### src/rtl/ad9866_spi_arbiter.sv
// Two-requester round-robin SPI master for the AD9866 register port.
// It sequences the device hardware reset and then serializes 16-bit read/write frames.
module ad9866_spi_arbiter #(
  parameter int CLK_DIV     = 4,
  parameter int RST_CYCLES  = 64,
  parameter int WAIT_CYCLES = 256
) (
  input  logic       clk,
  input  logic       rst,
  input  logic       req0_valid,
  input  logic       req0_rw,
  input  logic [6:0] req0_addr,
  input  logic [7:0] req0_data,
  output logic       req0_ready,
  input  logic       req1_valid,
  input  logic       req1_rw,
  input  logic [6:0] req1_addr,
  input  logic [7:0] req1_data,
  output logic       req1_ready,
  output logic [7:0] rd_data,
  output logic       rd_valid,
  output logic       rd_src,
  output logic       init_done,
  output logic       busy,
  output logic       ad9866_rst_n,
  output logic       ad9866_sen_n,
  output logic       ad9866_sclk,
  output logic       ad9866_sdio,
  input  logic       ad9866_sdo
);

  typedef enum logic [2:0] {RST_HOLD, RST_WAIT, IDLE, SHIFT, GAP} state_t;

  localparam int CNT_MAX = (RST_CYCLES > WAIT_CYCLES) ? RST_CYCLES : WAIT_CYCLES;
  localparam int CW      = (CNT_MAX > 1) ? $clog2(CNT_MAX) : 1;
  localparam logic [CW-1:0] HOLD_LAST = CW'(RST_CYCLES - 1);
  localparam logic [CW-1:0] WAIT_LAST = CW'(WAIT_CYCLES - 1);
  localparam logic [7:0]    DIV_LAST  = 8'(CLK_DIV - 1);

  state_t      state_q, state_d;
  logic [CW-1:0] cnt_q, cnt_d;
  logic [7:0]  div_q, div_d;
  logic        phase_q, phase_d;
  logic [3:0]  bit_q, bit_d;
  logic [15:0] shift_q, shift_d;
  logic        rw_q, rw_d;
  logic        src_q, src_d;
  logic        last_q, last_d;
  logic [7:0]  rd_shift_q, rd_shift_d;
  logic [7:0]  rd_data_q, rd_data_d;
  logic        rd_valid_q, rd_valid_d;
  logic        rd_src_q, rd_src_d;
  logic        gnt0, gnt1;
  logic        sel_rw;
  logic [6:0]  sel_addr;
  logic [7:0]  sel_data;

  always_ff @(posedge clk) begin
    if (rst) begin
      state_q    <= RST_HOLD;
      cnt_q      <= '0;
      div_q      <= '0;
      phase_q    <= 1'b0;
      bit_q      <= '0;
      shift_q    <= '0;
      rw_q       <= 1'b0;
      src_q      <= 1'b0;
      last_q     <= 1'b1;
      rd_shift_q <= '0;
      rd_data_q  <= '0;
      rd_valid_q <= 1'b0;
      rd_src_q   <= 1'b0;
    end else begin
      state_q    <= state_d;
      cnt_q      <= cnt_d;
      div_q      <= div_d;
      phase_q    <= phase_d;
      bit_q      <= bit_d;
      shift_q    <= shift_d;
      rw_q       <= rw_d;
      src_q      <= src_d;
      last_q     <= last_d;
      rd_shift_q <= rd_shift_d;
      rd_data_q  <= rd_data_d;
      rd_valid_q <= rd_valid_d;
      rd_src_q   <= rd_src_d;
    end
  end

  always_comb begin
    state_d    = state_q;
    cnt_d      = cnt_q;
    div_d      = div_q;
    phase_d    = phase_q;
    bit_d      = bit_q;
    shift_d    = shift_q;
    rw_d       = rw_q;
    src_d      = src_q;
    last_d     = last_q;
    rd_shift_d = rd_shift_q;
    rd_data_d  = rd_data_q;
    rd_valid_d = 1'b0;
    rd_src_d   = rd_src_q;
    gnt0       = 1'b0;
    gnt1       = 1'b0;
    sel_rw     = 1'b0;
    sel_addr   = '0;
    sel_data   = '0;

    case (state_q)
      RST_HOLD: begin
        if (cnt_q == HOLD_LAST) begin
          cnt_d   = '0;
          state_d = RST_WAIT;
        end else begin
          cnt_d = cnt_q + 1'b1;
        end
      end
      RST_WAIT: begin
        if (cnt_q == WAIT_LAST) begin
          cnt_d   = '0;
          state_d = IDLE;
        end else begin
          cnt_d = cnt_q + 1'b1;
        end
      end
      IDLE: begin
        // On a tie the requester that did not win last time gets the slot.
        gnt0     = req0_valid && (!req1_valid || last_q);
        gnt1     = req1_valid && !gnt0;
        sel_rw   = gnt1 ? req1_rw   : req0_rw;
        sel_addr = gnt1 ? req1_addr : req0_addr;
        sel_data = gnt1 ? req1_data : req0_data;
        if (gnt0 || gnt1) begin
          src_d   = gnt1;
          last_d  = gnt1;
          rw_d    = sel_rw;
          shift_d = {sel_rw, sel_addr, sel_rw ? 8'h00 : sel_data};
          div_d   = '0;
          phase_d = 1'b0;
          bit_d   = '0;
          state_d = SHIFT;
        end
      end
      SHIFT: begin
        if (div_q == DIV_LAST) begin
          div_d = '0;
          if (!phase_q) begin
            phase_d = 1'b1;
            // bit_q 8..15 carry the data byte, where the device answers reads.
            if (bit_q[3]) rd_shift_d = {rd_shift_q[6:0], ad9866_sdo};
          end else begin
            phase_d = 1'b0;
            if (bit_q == 4'd15) begin
              state_d = GAP;
              if (rw_q) begin
                rd_data_d  = rd_shift_q;
                rd_valid_d = 1'b1;
                rd_src_d   = src_q;
              end
            end else begin
              bit_d   = bit_q + 4'd1;
              shift_d = {shift_q[14:0], 1'b0};
            end
          end
        end else begin
          div_d = div_q + 8'd1;
        end
      end
      GAP: begin
        if (div_q == DIV_LAST) begin
          div_d   = '0;
          state_d = IDLE;
        end else begin
          div_d = div_q + 8'd1;
        end
      end
      default: state_d = RST_HOLD;
    endcase
  end

  assign req0_ready   = gnt0;
  assign req1_ready   = gnt1;
  assign rd_data      = rd_data_q;
  assign rd_valid     = rd_valid_q;
  assign rd_src       = rd_src_q;
  assign init_done    = (state_q == IDLE) || (state_q == SHIFT) || (state_q == GAP);
  assign busy         = (state_q == SHIFT) || (state_q == GAP);
  assign ad9866_rst_n = (state_q != RST_HOLD);
  assign ad9866_sen_n = (state_q != SHIFT);
  assign ad9866_sclk  = (state_q == SHIFT) && phase_q;
  assign ad9866_sdio  = (state_q == SHIFT) && shift_q[15];

endmodule

### config.mk
export PLATFORM = sky130hd
export DESIGN_NAME = ad9866_spi_arbiter
export DESIGN_NICKNAME = d
export VERILOG_FILES = /design/src/rtl/ad9866_spi_arbiter.sv
export SDC_FILE = /design/constraint.sdc
export NUM_CORES = 1
export LEC_CHECK = 0
export CELL_PAD_IN_SITES_DETAIL_PLACEMENT = 2
export CELL_PAD_IN_SITES_GLOBAL_PLACEMENT = 2
export CORE_MARGIN = 8
export CORE_UTILIZATION = 30
export CTS_CLUSTER_SIZE = 20
export DETAILED_ROUTE_END_ITERATION = 8
export GPL_TIMING_DRIVEN = 0
export PLACE_DENSITY_LB_ADDON = 0.1
export REMOVE_ABC_BUFFERS = 1
export SYNTH_ARGS = -nofsm -noshare
export SYNTH_HDL_FRONTEND = slang
export SYNTH_SLANG_ARGS = --single-unit
### constraint.sdc
create_clock -name clk -period 2.5 [get_ports clk]
set_input_delay 0.75 -clock clk [delete_from_list [all_inputs] [get_ports clk]]
set_output_delay 0.75 -clock clk [all_outputs]
set_load 0.02 [all_outputs]
# Yosys cells after proc, flatten, opt, wreduce, memory -nomap -nowiden
# Cells that the tools add are included.
# word_totals
regBits	61
wordCells	97
# op_classes
muxes	35
n_addsub	3
n_reduce_logical	25
n_eq_ne	17
n_bitwise	4
# ops
op	count
$mux 16	4
$mux 8	6
$pmux 16 s2	1
$pmux 8 s2	2
$mux 3	7
$add 8x1->8 const B	2
$mux 4	4
$ne 2x2->1 const B	8
$pmux 3 s5	1
$reduce_and 5->1	2
$eq 8x2->1 const B	1
$eq 8x6->1 const B	1
$eq 8x8->1 const B	1
$pmux 4 s2	1
$mux 1	7
$mux 7	1
$reduce_and 7->1	1
$eq 3x2->1 const B	2
$reduce_bool 2->1	3
$logic_or 1x1->1	5
$reduce_or 5->1	1
$add 4x1->4 const B	1
$eq 4x4->1 const B	1
$logic_and 1x1->1	4
12 further kinds	17

# Logic depth before layout (Yosys ltp)
# depth
word_depth	9
ltp_mapped	9
depth_no_buf	6

# Worst setup path before layout
# Ideal clock, no wire load.
# synth_path
path_type	input-to-output
from	in req1_valid
to	out req1_ready
path_buffers	2
arrival_ps	1754
path_slack_ps	-4
path_stages	5
cell_sequence	a21boi_0 clkbuf_1 clkbuf_1 nand2_1 inv_1
# synth_between
elab_chain_len	6
# synth_lines
element	line	rtl
start: declaration	15	input logic req1_valid,
$logic_not 1->1	129	gnt0 = req0_valid && (!req1_valid || last_q);
$logic_or 1x1->1	129	
$logic_and 1x1->1	129	
$logic_not 1->1	130	gnt1 = req1_valid && !gnt0;
$logic_and 1x1->1 (*)	130	
$mux 1 (*)	110	case (state_q)
end: declaration	19	output logic req1_ready,
# Every way passes the cells marked *; elsewhere a longest branch is shown, timed or not.

# Worst setup path after layout
# layout_path
from	reg state_q[2]
to	out ad9866_sclk
# layout_between
elab_chain_len	2
# layout_lines
element	line	rtl
start: declaration	40	state_t state_q, state_d;
start signal: assignment	74	state_q <= state_d;
$eq 3x2->1	191	assign ad9866_sclk = (state_q == SHIFT) && phase_q;
$logic_and 1x1->1	191	
end: declaration	27	output logic ad9866_sclk,
# No other way between the ends.

==> summary.md <==
| Metric | Value |
|---|---|
| Sequential area share after synthesis | `41.8%` |
| GRT Overall Usage | `~14%` |
| Post-route minimum period | `2.44 ns` |
| Wirelength per Cell | `16.4 um` |
| First-pass GRT wire length | `14400 um` |
| Final Skew | `~0.01 ns` |
| Remaining DRCs | `0` |
| Initial Util | `~30%` |
| Number of flops mapped to enable cells by yosys | `0` |
| Worst reg2reg path endpoint | `rd_src` |
| Max VDD drop | `0.000292 V` |
| Via count | `2688` |
| Pins Over Slew Limit | `0` |
| Clk slew on worst S/H paths | `0.08 ns` |
| IO Pins | `55` |
| Clock Path Buffers | `2` |
| Clock sink count | `61` |
| Worst Setup End Kind | `output port` |
| Slew at the pin with the worst max-slew slack | `0.802 ns` |
| Worst r2r src | `state_q[2]` |
| Cell variety after synth | `50` |
| Reg-to-reg slack, setup | `~0.27 ns` |
| Worst-Skew Late Latency | `0.34 ns` |
| Antenna violations before repair | `1` |
| Core area | `approximately 9600 sq um` |
| Final hold violation count | `0` |
| Yosys warning count | `0` |
| Vias in the first global route | `2948` |
| CP Max Fanout | `12` |
| Setup CP Type | `register to output port` |
| Met3 wire length | `about 380 um` |
| Placer Congestion | `0.737` |
| Setup TNS | `0 ns` |
| PortBufs | `54` |
| Crit share post-route | `97.5%` |
| Die Footprint | `13200 sq um` |
| Met2 WL | `4000 um` |
| Crit-path cells | `and3b_4 > and2_1 > dlygate4sd2_1` |
| Ys async rst share | `0%` |
| Largest net degree at the start of global routing | `43` |
| CP max-delay cell | `dfxtp_4` |
| Crit path DAT | `1.69 ns` |
| Synth Area per Inst | `8.70 sq um` |
| FF+latch count, synth | `61` |
| Root buffer cell | `clkbuf_8` |
| Setup Viol. Count Final | `0` |
| CTS buffer count | `9` |
| Hold EP | `shift_q[0]` |
| # hold bufs at CTS | `0` |
| DRT Wirelength | `between 8000 and 9000 um` |
| # H-tree levels | `3` |
| CTS tree | `built` |
| HPWL after DPL | `5850 um` |
| Worst Hold Class | `register to register` |
| Hold Crit Start | `shift_q[0]` |
| Status | `completed` |
| DRT met1 WL | `4180 um` |
| Synthesized area | `~3000 sq um` |
| Final Net Count | `432` |
| Die X | `115 um` |
| Max_cap viols | `0` |
| Relative slew slack | `46.6%` |
| Top layer in use | `met4` |
| Pleak | `around 1.5 nW` |
| Core Rows | `36` |
| WHS Path Cells | `2` |
| Layout cells sized above 1 | `11.1%` |
| Synth-to-layout area growth | `31.7%` |
| DRT antenna net count | `0` |
| PwrDens | `673 nW/um^2` |
| Finished Cell Area | `3850 sq um` |
| Global route total overflow | `0` |
| DR pass1 iterations | `4` |
| First DRT Iteration DRCs | `81` |
| Startpoint types | `register` |
| Placed inst area | `3560 sq um` |
| Post-Synthesis Cells | `336` |
| Die height | `115 um` |
| Vias per cell | `5.07` |
| Worst EP required | `1.75 ns` |
| Fmax | `410 MHz` |
| Ys flop type | `dfxtp_1` |
| Worst reg2reg path depth | `7` |
| Critical Path Max Stage Delay | `between 0.3 and 0.4 ns` |
-- per-layer routing --
layer  GRT usage (%)  vias up
li1                -     1311
met1            16.3     1316
met2            23.3       48
met3            3.22       13
met4            5.78        0
met5               0        -
-- timing repair --
item	CTS	global route
pin swaps	1	1
endpoints found under the setup margin	43	18
setup buffers	5	1
cloned	2	0
gates resized for setup	26	2
-- synth_stat cells, drive strengths merged (4+ instances only) --
library cell | count | area, sq um
nor2 | 53 | 201
a22o | 8 | 70.1
nand3 | 7 | 35.0
xor2 | 4 | 35.0
o21ai | 29 | 149
and3 | 4 | 25.0
a21oi | 12 | 60.1
clkbuf | 11 | 41.3
mux2i | 29 | 290
buf | 7 | 42.5
o2bb2ai | 7 | 61.3
dfxtp | 61 | 1220
nand3b | 10 | 75.1
o311ai | 8 | 70.1
nor2b | 4 | 25.0
nor3 | 8 | 45.0
inv | 12 | 45.0
nand2 | 23 | 86.3
nand4 | 4 | 25.0
-- layout by cell type, fill, tap and decap left out, types with 3 or more instances in the layout --
master and count:
nor3_1 7, ha_1 3, o21ai_0 28, nor2b_1 4, nor2_1 50, a21oi_1 12
o2bb2ai_1 7, clkbuf_8 11, nand3_1 7, dlygate4sd2_1 8, buf_4 7, nand4_1 4
o311ai_0 8, nor2_2 3, dfxtp_4 3, clkdlybuf4s50_1 44, xnor2_1 3, nand3b_1 10
xor2_1 4, dfxtp_1 58, and3_1 3, a22o_1 8, inv_1 11, mux2i_1 29
a311oi_1 3, nand2_1 23
-- kinds of logic (layout without fill, tap and decap cells) --
family                   count (synthesis)  count (layout)  share of synthesized area [%]
multiplexers                            29              29                           9.93
other                                    0               1                              0
buffers and inverters                   30              89                           4.41
AND/OR/NAND/NOR                        127             128                           22.0
XOR/XNOR                                 7               7                           2.10
flip-flops                              61              61                           41.8
AO/OA/AOI/OAI                           79              79                           18.5
adder cells (fa/ha/maj)                  3               3                           1.28
-- worst max-delay path by stage --
stage | from | to | slack (ns) | depth (start not counted)
floorplan | req1_valid | req1_ready | -1.09 | 3
global placement | req1_valid | req1_ready | -3.12 | 5
detailed placement | state_q[0] | rd_data[0] | -0.91 | 6
CTS | state_q[2] | init_done | 0.03 | 3
global route | state_q[2] | ad9866_sclk | -0.001 | 3
finish | state_q[2] | ad9866_sclk | 0.06 | 3
-- registers in the layout, summed over array words and instances, names as in the netlist --
name	count
shift_q	16
phase_q	1
div_q	8
rw_q	1
src_q	1
bit_q	4
state_q	3
cnt_q	8
last_q	1
rd_valid	1
rd_src	1
rd_shift_q	8
rd_data	8
-- power breakdown --
| group | internal, mW | switching, mW | total (mW) | leakage, nW |
|---|---|---|---|---|
| registers | 1.05 | 0.0829 | 1.14 | 0.495 |
| clock network | 0.506 | 0.400 | 0.906 | 0.101 |
| logic | 0.247 | 0.304 | 0.551 | 0.872 |
-- worst max-delay path: cells and delay by family, from the launching register on --
kind | cells | cell delay [ns]
DFF | 1 | 0.39
and+or+nand+nor | 2 | 0.59
buffers and inverters | 1 | 0.35
-- through the flow --
stage | total power, mW | hold slack, ns | instances | setup slack [ns] | util [%]
final | 2.59 | 0.456 | 530 | 0.0637 | 39.9
after global routing | 2.73 | 0.487 | 530 | -0.00115 | 39.9
after CTS | 2.64 | 0.463 | 528 | 0.0342 | 39.8
after detailed placement | 1.68 | 0.443 | 506 | -0.906 | 36.9
after global placement | 1.66 | 0.436 | 505 | -3.12 | 36.8
after floorplan | 1.45 | 0.423 | 318 | -1.09 | -
-- final cells by class --
class | instances | area [sq um]
multi-input combinational | 246 | 1610
antenna | 1 | 2.50
timing repair inverter | 1 | 5.00
inverter | 12 | 48.8
clock inverter | 4 | 47.5
tap | 133 | 166
clock buffer | 11 | 151
fill | 1111 | 5790
timing repair buffer | 61 | 583
sequential | 61 | 1230
No activity file was read; power rests on OpenSTA's default activity.
